===== config.mk =====
export PLATFORM = sky130hd
export DESIGN_NAME = scan_select_ctrl
export DESIGN_NICKNAME = d
export VERILOG_FILES = /design/src/rtl/scan_select_ctrl.sv
export SDC_FILE = /design/constraint.sdc
export NUM_CORES = 1
export LEC_CHECK = 0
export ABC_AREA = 1
export CELL_PAD_IN_SITES_DETAIL_PLACEMENT = 0
export CELL_PAD_IN_SITES_GLOBAL_PLACEMENT = 1
export CORE_UTILIZATION = 40
export DETAILED_ROUTE_END_ITERATION = 10
export MAX_ROUTING_LAYER = met4
export PLACE_DENSITY_LB_ADDON = 0.3
export SYNTH_ARGS = -nofsm -noshare
export SYNTH_HDL_FRONTEND = slang
export SYNTH_SLANG_ARGS = --single-unit

===== constraint.sdc =====
create_clock -name iClk -period 3.1 [get_ports iClk]
set_clock_uncertainty 0.15 [all_clocks]
set_input_delay 0.62 -clock iClk [delete_from_list [all_inputs] [get_ports iClk]]
set_output_delay 0.62 -clock iClk [all_outputs]
set_load 0.02 [all_outputs]

===== src/rtl/scan_select_ctrl.sv =====
// Display scan controller: latches four digit values for the downstream 4:1 selector
// and steps a skip-disabled scan index on a programmable prescaler tick.
module scan_select_ctrl #(
  parameter int unsigned DIV_WIDTH = 16,
  parameter int unsigned DIV_MAX   = 49999
) (
  input  logic       iClk,
  input  logic       iRst,
  input  logic       iLoad,
  input  logic [3:0] iD0,
  input  logic [3:0] iD1,
  input  logic [3:0] iD2,
  input  logic [3:0] iD3,
  input  logic [3:0] iEnMask,
  input  logic       iHold,
  output logic [3:0] oC0,
  output logic [3:0] oC1,
  output logic [3:0] oC2,
  output logic [3:0] oC3,
  output logic       oS1,
  output logic       oS0,
  output logic [3:0] oAn,
  output logic       oTick
);

  localparam logic [DIV_WIDTH-1:0] DivMaxC = DIV_WIDTH'(DIV_MAX);
  localparam logic [DIV_WIDTH-1:0] OneC    = DIV_WIDTH'(1);

  logic [DIV_WIDTH-1:0] cnt_q, cnt_d;
  logic                 tick_q, tick_d;
  logic [1:0]           idx_q, idx_d;
  logic [3:0]           an_q, an_d;
  logic [3:0]           c0_q, c1_q, c2_q, c3_q;
  logic                 wrap_s;

  assign wrap_s = !iHold && (cnt_q == DivMaxC);

  // Prescaler next count and tick pulse
  always_comb begin
    cnt_d  = cnt_q;
    tick_d = 1'b0;
    if (iHold) begin
      cnt_d  = cnt_q;
      tick_d = 1'b0;
    end else if (wrap_s) begin
      cnt_d  = '0;
      tick_d = 1'b1;
    end else begin
      cnt_d  = cnt_q + OneC;
      tick_d = 1'b0;
    end
  end

  // Next scan index (first enabled digit after the current one) and digit enables
  always_comb begin
    logic       found;
    logic [1:0] cand;
    idx_d = idx_q;
    found = 1'b0;
    cand  = 2'b00;
    if (wrap_s) begin
      // i == 4 wraps back onto the current digit, so a lone enabled digit is kept
      for (int i = 1; i <= 4; i++) begin
        cand = idx_q + 2'(i);
        if (!found && iEnMask[cand]) begin
          idx_d = cand;
          found = 1'b1;
        end else begin
          found = found;
        end
      end
    end else begin
      idx_d = idx_q;
    end
    for (int k = 0; k < 4; k++) begin
      an_d[k] = !((idx_d == 2'(k)) && iEnMask[k]);
    end
  end

  // State registers
  always_ff @(posedge iClk or posedge iRst) begin
    if (iRst) begin
      cnt_q  <= '0;
      tick_q <= 1'b0;
      idx_q  <= 2'b00;
      an_q   <= 4'b1111;
      c0_q   <= 4'h0;
      c1_q   <= 4'h0;
      c2_q   <= 4'h0;
      c3_q   <= 4'h0;
    end else begin
      cnt_q  <= cnt_d;
      tick_q <= tick_d;
      idx_q  <= idx_d;
      an_q   <= an_d;
      if (iLoad) begin
        c0_q <= iD0;
        c1_q <= iD1;
        c2_q <= iD2;
        c3_q <= iD3;
      end
    end
  end

  assign oC0   = c0_q;
  assign oC1   = c1_q;
  assign oC2   = c2_q;
  assign oC3   = c3_q;
  assign oS1   = idx_q[1];
  assign oS0   = idx_q[0];
  assign oAn   = an_q;
  assign oTick = tick_q;

endmodule


==> results.py, run 1 <==
metrics = {
    "sta": {
        "period_needed_ps": 2350,
        "fin_ws_ps": 746,
        "rsz0062_at_grt": "no",
        "final-setup-viol-count": 0,
        "holdWs_ps": 357,
        "tightest_slew_ps": 699,
        "fmax_mhz": 425,
        "fin_crit_sh": 0.759,
        "finalHoldViolations": 0,
        "fin_setup_tns_ps": 0,
        "slew_headroom": 0.532,
        "final-max-slew-violation-count": 0,
    },
    "clock_tree": {
        "cts_hold_buf": 0,
        "cts.sinks": 39,
        "post_cts_buffers": 0,
        "clock_latency_ps": 290,
        "cts_buffer_depth": 2,
        "cts_root_buf": "clkbuf_8",
        "tritoncts": "built",
        "htreeDepth": 2,
        "cts-resized-gates": 0,
        "clk_pin_slew_ps": 70,
        "numCtsBuffers": 5,
    },
    "finish": {
        "final_core_util": 0.546,
        "num_antenna_cells": 0,
        "multi_input_area_mm2": 0.00102,
        "fin_area_mm2": 0.00283,
        "nNetsFinal": 326,
        "seq_area_um2": 981,
        "fin_cells": 372,
        "nFillCells": 451,
        "area_growth_pct": 30.0,
        "drive_gt1_frac": 0.195,
    },
    "logic_synthesis": {
        "yosysTopAreaCellShare": 0.403,
        "synthAdderAreaFrac": 0.00576,
        "synth_compound_area_frac": 0.0236,
        "muxShareOfSynthArea": 0.0829,
        "yosys-top-cells-area": "dfrtp_1, nand2_1, mux2_2, nand3_1, inv_1",
        "synth_edf_count": 0,
        "synth_cell_types": 30,
        "synthFlopType": "dfrtp_1",
        "yosys.area_share.simple": 0.329,
        "syn_avg_cell_area_um2": 8.66,
        "synth_nets": 276,
        "async_flop_share": 1.00,
        "seq_area_frac_synth": 0.451,
        "yosysMostFrequentCell": "nand2_1",
        "synth_largest_area_cell": "dfrtp_1",
        "yosys-top-cells-count": "nand2_1, dfrtp_1, inv_1",
        "syn_inst": 251,
        "synth_top_family_by_area": "simple AND/OR/NAND/NOR gates",
        "yosysWarningCount": 0,
        "synth_area_mm2": 0.00217,
        "synth-seq-cells": 39,
        "synth_xor_area_frac": 0.0282,
    },
    "detailed_routing": {
        "vias": 1769,
        "postRouteAntennaNets": 0,
        "postRouteWirelength_mm": 4.48,
        "viasPerCell": 4.76,
        "drc": 0,
        "drt_iter0_drc": 77,
        "wl_per_cell_um": 12.1,
        "drt_pass1_iterations": 4,
    },
    "worst_setup_path": {
        "crit_family": "buffers and inverters",
        "slowest_stage": "clkdlybuf4s50_1",
        "worst-r2r-cell-count": 11,
        "r2r_slack_ps": 1100,
        "end_kind": "primary output",
        "worstReg2RegStart": "idx_q[0]$_DFF_PP0_",
        "r2r-end": "oAn[0]$_DFF_PP1_",
        "path_buf_inv": 1,
        "path_cells": "clkdlybuf4s50_1",
        "critPathLaunchType": "flop",
        "cp.required_ps": 2330,
        "arrival_ps": 1580,
        "worstPathMaxFanout": 13,
        "slowest_delay_ps": 690,
        "criticalPathCategory": "reg -> out",
    },
    "min_path": {
        "hold_path_class": "reg -> reg",
        "min_from": "oC0[2]$_DFFE_PP0P_",
        "min_path_cells": 1,
        "holdPathEnd": "oC0[2]$_DFFE_PP0P_",
    },
    "grt": {
        "antenna_found_initial": 0,
        "met1_usage": 0.218,
        "grt_busiest_layer": "met2",
        "use_met2": 0.270,
        "grt_pass1_vias": 1542,
        "grt_pass1_wl_mm": 7.09,
        "grt_max_degree": 40,
        "overflow": 0,
        "grt_util_all_layers": 0.174,
        "met3_usage": 0.0516,
    },
    "placed_design": {
        "post-place-ws_ps": 726,
        "portBuffers": 46,
        "gp_congestion": 0.843,
        "dpl.hpwl_mm": 3.36,
        "placed_area_mm2": 0.00271,
        "dp_cells": 364,
    },
    "outcome": {
        "status": "complete, no violations",
    },
    "pwr": {
        "irDropWorstVdd_mv": 0.229,
        "p_per_area_mw_per_mm2": 498,
        "leakagePower_nw": 1.34,
        "power.total_mw": 1.41,
    },
    "die": {
        "start_util": 0.420,
        "die_x_um": 75.7,
        "die_h_um": 75.7,
        "core_area_mm2": 0.00517,
        "io_pins": 47,
        "dieArea_mm2": 0.00573,
        "row_count": 26,
    },
    "flow_run": {
        "drv_cap": 0,
    },
}
per-layer routing:
layer / up-vias / part of all wire
met5: - / 0
met4: 0 / 0.0080
met3: 4 / 0.059
met2: 50 / 0.45
met1: 811 / 0.48
li1: 904 / -
report_power, final:
group          internal [mW]  switching (mW)  total [mW]  leakage [nW]
registers              0.577          0.0599       0.637         0.467
logic                  0.153           0.184       0.337         0.816
clock network          0.260           0.173       0.433        0.0612
total                  0.990           0.417        1.41          1.34
area by class of cell:
class                      instances  area share
timing repair buffer              49       0.171
tap                               70      0.0310
inverter                          36      0.0483
multi-input combinational        170       0.361
sequential                        39       0.347
clock buffer                       6      0.0292
clock inverter                     2      0.0124
worst max-delay path by stage:
stage | slack, ps | depth (start not counted) | start | end
final | 750 | 1 | idx_q[0]$_DFF_PP0_ | oS0
after global routing | 680 | 1 | idx_q[0]$_DFF_PP0_ | oS0
after global placement | 750 | 5 | iHold | cnt_q[9]$_DFFE_PP0N_
after detailed placement | 730 | 5 | iHold | cnt_q[9]$_DFFE_PP0N_
after CTS | 740 | 1 | idx_q[0]$_DFF_PP0_ | oS0
after floorplan | 1360 | 5 | iHold | cnt_q[10]$_DFFE_PP0N_
cells by family after synthesis:
| family | count (synthesis) |
|---|---|
| AOI/OAI and AO/OA | 10 |
| xor gates and xnor gates | 7 |
| adders and majority gates | 1 |
| buffers and inverters | 42 |
| DFF | 39 |
| muxes | 16 |
| and+or+nand+nor | 136 |
sequential cells by signal, summed over array words and instances, names as in the netlist:
register / cells
oTick: 1
oC1: 4
oC0: 4
oAn: 4
idx_q: 2
oC3: 4
cnt_q: 16
oC2: 4
placed cells by master (no fill, tap or decap):
cell              n
nand3_1          25
nand2_4           3
bufinv_16         1
nand3_2           2
clkinv_2          2
nand2_2           7
inv_2             5
nand2_8           1
ha_1              1
dfrtp_1          35
o21ai_0           5
nor2_4            1
xor2_1            7
nor4_2            2
nor2_8            2
a31oi_1           1
nand2_1          62
nor2_1           10
inv_1            30
and3_1            1
buf_4             3
dfstp_2           4
clkdlybuf4s50_1  46
a21oi_1           4
mux2_2           16
nand4_1           8
clkbuf_8          6
nor3_1            8
nor2_2            3
nor3_2            1
Power figures use the tool's default switching activity.
==> inputs of run 2 (changes only) <==
Settings changed: CORE_UTILIZATION 40 to 34.
Clock period 3.1 ns to 2.13 ns, I/O delays scaled along.
==> run 2 against run 1 <==
Net effect: first-iteration DRC count down 45%; clock power up 39%; utilization down 6.9 points; routed wire length up 2.5%; setup slack worse by 680 ps; die area up 17%; via count up 0.73%; combinational power up 49%; critical path depth unchanged; non-clock buffer count up 5; clock-buffer cell count unchanged; largest power group unchanged.
==> results.py, run 2 (synthesized netlist as in run 1, its figures left out) <==
metrics = {
    "outcome": {
        "status": "complete, no violations",
    },
    "detailed_routing": {
        "drt_pass1_iterations": 4,
        "postRouteWirelength_mm": 4.59,
        "wl_per_cell_um": 12.0,
        "drc": 0,
        "vias": 1782,
        "drt_iter0_drc": 42,
        "viasPerCell": 4.66,
        "postRouteAntennaNets": 0,
    },
    "clock_tree": {
        "tritoncts": "built",
        "clk_pin_slew_ps": 80,
        "cts_hold_buf": 0,
        "cts.sinks": 39,
        "cts_root_buf": "clkbuf_8",
        "cts-resized-gates": 0,
        "clock_latency_ps": 290,
        "htreeDepth": 2,
        "post_cts_buffers": 0,
        "cts_buffer_depth": 2,
        "numCtsBuffers": 5,
    },
    "min_path": {
        "hold_path_class": "in -> async",
    },
    "sta": {
        "fin_ws_ps": 63.4,
        "fmax_mhz": 484,
        "fin_setup_tns_ps": 0,
        "final-max-slew-violation-count": 0,
        "finalHoldViolations": 0,
        "final-setup-viol-count": 0,
        "period_needed_ps": 2070,
        "slew_headroom": 0.787,
        "tightest_slew_ps": 319,
        "fin_crit_sh": 0.970,
        "rsz0062_at_grt": "no",
    },
    "grt": {
        "grt_pass1_wl_mm": 7.75,
        "grt_util_all_layers": 0.157,
        "grt_pass1_vias": 1692,
        "overflow": 0,
        "antenna_found_initial": 0,
        "grt_max_degree": 40,
    },
    "placed_design": {
        "post-place-ws_ps": 82.0,
        "placed_area_mm2": 0.00276,
        "dpl.hpwl_mm": 3.54,
        "gp_congestion": 0.806,
        "portBuffers": 46,
    },
    "die": {
        "die_x_um": 82.0,
        "dieArea_mm2": 0.00672,
        "io_pins": 47,
        "die_h_um": 82.0,
        "core_area_mm2": 0.00603,
        "row_count": 28,
        "start_util": 0.361,
    },
    "worst_setup_path": {
        "slowest_stage": "clkdlybuf4s50_1",
        "worstPathMaxFanout": 8,
        "arrival_ps": 1490,
        "end_kind": "primary output",
        "slowest_delay_ps": 670,
        "cp.required_ps": 1550,
        "crit_family": "buffers and inverters",
        "criticalPathCategory": "reg -> out",
        "path_cells": "clkdlybuf4s50_1",
        "path_buf_inv": 1,
        "critPathLaunchType": "flop",
    },
    "finish": {
        "drive_gt1_frac": 0.205,
        "largest_register_ffs": 16,
        "regMostFlops": "cnt_q",
        "nNetsFinal": 331,
        "num_antenna_cells": 0,
        "mostFrequentLayoutCells": "nand2_1, clkdlybuf4s50_1, dfrtp_1, inv_1, nand3_1",
        "fin_area_mm2": 0.00287,
        "area_growth_pct": 32.2,
        "layout_commonest_cell": "nand2_1",
    },
    "pwr": {
        "irDropWorstVdd_mv": 0.438,
        "power.total_mw": 2.03,
        "leakagePower_nw": 1.36,
        "p_per_area_mw_per_mm2": 707,
    },
    "flow_run": {
        "drv_cap": 0,
    },
}
run 2: cell count changes in the layout (fill, tap and decap cells not counted):
cell | before | now
clkbuf_8 | 6 | 5
clkbuf_1 | 0 | 1
clkinvlp_4 | 0 | 1
clkinv_2 | 2 | 1
buf_12 | 0 | 1
buf_4 | 3 | 7
run 2: through the flow:
stage | std cells | hold WS, ps | utilization
6_report | 382 | 357 | 0.477
5_1_grt | 382 | 375 | 0.477
4_1_cts | 382 | 364 | 0.477
3_5_place_dp | 374 | 345 | 0.459
3_3_place_gp | 374 | 338 | 0.459
2_1_floorplan | 251 | 325 | -
run 2: final cells by class:
| cell class | instances | area, um2 |
|---|---|---|
| Clock buffer | 6 | 72.6 |
| Clock inverter | 2 | 37.5 |
| Fill cell | 596 | 3150 |
| Inverter | 36 | 136 |
| Multi-Input combinational cell | 170 | 1020 |
| Sequential cell | 39 | 981 |
| Tap cell | 75 | 93.8 |
| Timing Repair Buffer | 54 | 533 |
run 2: final timing paths:
| path | startpoint | end | slack (ps) | cells past startpoint |
|---|---|---|---|---|
| max in group asynchronous | iRst | oAn[0]$_DFF_PP1_ | 1220 | 3 |
| max | idx_q[1]$_DFF_PP0_ | oS1 | 60 | 1 |
| min | iRst | idx_q[0]$_DFF_PP0_ | 360 | 3 |
| min in group iClk | oC2[0]$_DFFE_PP0P_ | oC2[0]$_DFFE_PP0P_ | 360 | 1 |
| max reg2reg | cnt_q[1]$_DFFE_PP0N_ | oAn[0]$_DFF_PP1_ | 330 | 12 |
| min reg2reg | oC2[0]$_DFFE_PP0P_ | oC2[0]$_DFFE_PP0P_ | 360 | 1 |
run 2: power by group:
group	switching [mW]	internal [mW]
Clock	0.255	0.349
Sequential	0.0860	0.840
Combinational	0.273	0.228
Total	0.614	1.42
run 2: metal layers:
metal  vias up  part of all wire  track usage
li1        913                 -            -
met5         -                 0            -
met2        33              0.50        0.259
met3         5             0.036       0.0322
met4         0             0.012       0.0579
met1       831              0.45        0.187
==> RTL change (config.mk and constraints of run 1) <==
Set the parameter `DIV_WIDTH` to 32 (it was 16).
--- a/src/rtl/scan_select_ctrl.sv
+++ b/src/rtl/scan_select_ctrl.sv
@@ -2,5 +2,5 @@
 // and steps a skip-disabled scan index on a programmable prescaler tick.
 module scan_select_ctrl #(
-  parameter int unsigned DIV_WIDTH = 16,
+  parameter int unsigned DIV_WIDTH = 32,
   parameter int unsigned DIV_MAX   = 49999
 ) (
Formal check against the unedited RTL: same outputs for any inputs over 10 cycles, from zero or initial values and one cycle with iRst high; that may be too few to reach the edited logic, so the function may still have changed.
==> RTL change against run 1 <==
- total power increased by 18%
- combinational power increased by 8.9%
- critical path depth unchanged
- sequential power increased by 37%
- highest routed layer unchanged
- synthesized cell count increased by 55%
- area after synthesis increased by 44%
- worst setup slack got worse by 0.017 ns
- utilization decreased by 3.1 points
- sequential cell count increased by 16
- wire length increased by 51%
- final cell count increased by 45%
- worst hold slack improved by 0.0079 ns
- die area increased by 42%
- design area increased by 35%
- critical endpoint unchanged
==> RTL change: results (changes against run 1) <==
{| class="wikitable"
! Metric !! Value
|-
| Register clock-pin slew on the reported worst setup and hold paths || 0.11 ns (was 0.07 ns)
|-
| Top cells by area, synth || dfrtp_1 41%, nand2_1 13%, mux2_2 5.8% (was dfrtp_1 40%, nand2_1 11%, mux2_2 8.3%)
|-
| Maximum number of pins on one net before global-route repair || 56 (was 40)
|-
| Post-Synth Adder-Cell Area || 0.00401 (was 0.00576)
|-
| DR vias || 2553 (was 1769)
|-
| Proportion of layout cells with a drive suffix above 1 || 0.150 (was 0.195)
|-
| Static Leak || 0.00172 uW (was 0.00134 uW)
|-
| Detailed placer's ending HPWL || 5160 um (was 3360 um)
|-
| Nets || 464 (was 326)
|-
| Worst path arrival time || 1.60 ns (was 1.58 ns)
|-
| Number of library cell types mapped by synthesis || 33 (was 30)
|-
| Drt initial violations || 111 (was 77)
|-
| Synth Net Count || 413 (was 276)
|-
| Xor and xnor fraction of the mapped netlist area || 0.0589 (was 0.0282)
|-
| Vias in the first global route || 2432 (was 1542)
|-
| Result of the run || complete, no violations (unchanged)
|-
| Total routing resource utilization after global routing || 0.184 (was 0.174)
|-
| Slew of the pin with the lowest slew margin || 0.714 ns (was 0.699 ns)
|-
| Total of fill cells in the finished design || 716 (was 451)
|-
| Crit path max fanout || 12 (was 13)
|-
| Post-synth top cells || 105 x nand2_1, 51 x dfrtp_1, 45 x inv_1, 39 x nor2_1, 26 x nand3_1 (was 62 x nand2_1, 35 x dfrtp_1, 30 x inv_1, 25 x nand3_1, 16 x mux2_2)
|-
| Global-route wire length before repair || 11800 um (was 7090 um)
|-
| Worst hold margin || 0.365 ns (was 0.357 ns)
|-
| Weighted congestion at the end of routability-driven global placement || 0.866 (was 0.843)
|-
| Peak supply drop || 0.254 mV (was 0.229 mV)
|-
| Share of the synthesized area in compound gates (AO/OA/AOI/OAI) || 0.0184 (was 0.0236)
|-
| CP max stage cell || clkdlybuf4s50_1 (unchanged)
|}
## RTL change: metrics by stage
step                      cell area, um2  total power [uW]  cells  worst slack, ns
after floorplan                     3120              1110    388            0.994
after global placement              3720              1250    531            0.694
after detailed placement            3720              1260    531            0.618
after CTS                           3810              1690    539            0.721
after global routing                3810              1770    539            0.645
final                               3810              1660    539            0.729
## RTL change: layout make-up
cell class | instances | share of cell area
sequential | 55 | 0.362
clock inverter | 3 | 0.00689
multi-input combinational | 276 | 0.399
inverter | 52 | 0.0512
timing repair buffer | 49 | 0.130
tap | 99 | 0.0325
clock buffer | 5 | 0.0180
## RTL change: worst paths after layout
check	depth (start not counted)	start	endpoint
min in group asynchronous	3	iRst	idx_q[1]
hold reg to reg	1	oC0[3]	oC0[3]
setup reg to reg	8	cnt_q[19]	cnt_q[18]
hold / removal	1	oC0[3]	oC0[3]
max in group asynchronous	3	iRst	oAn[0]
setup / recovery	1	idx_q[0]	oS0
## RTL change: cell families (layout without fill, tap and decap cells)
kind of cell,count (synthesis),after routing
DFF,55,55
and+or+nand+nor,227,227
buffers and inverters,57,109
xor gates and xnor gates,21,21
AOI/OAI and AO/OA,11,11
adders and majority gates,1,1
muxes,16,16
## RTL change: routing by layer
layer	vias to the layer above	routed length (um)	GRT usage
met4	0	38	0.0363
met5	-	0	-
met3	2	169	0.0379
met1	1191	3470	0.255
met2	34	3090	0.282
li1	1326	-	-
## RTL change: power by group
group | internal [uW] | switching [uW] | total, uW | leakage, uW
sequential | 792 | 81.0 | 873 | 0.000632
combinational | 165 | 202 | 367 | 0.00104
clock | 168 | 255 | 424 | 0.0000495
total | 1120 | 538 | 1660 | 0.00172
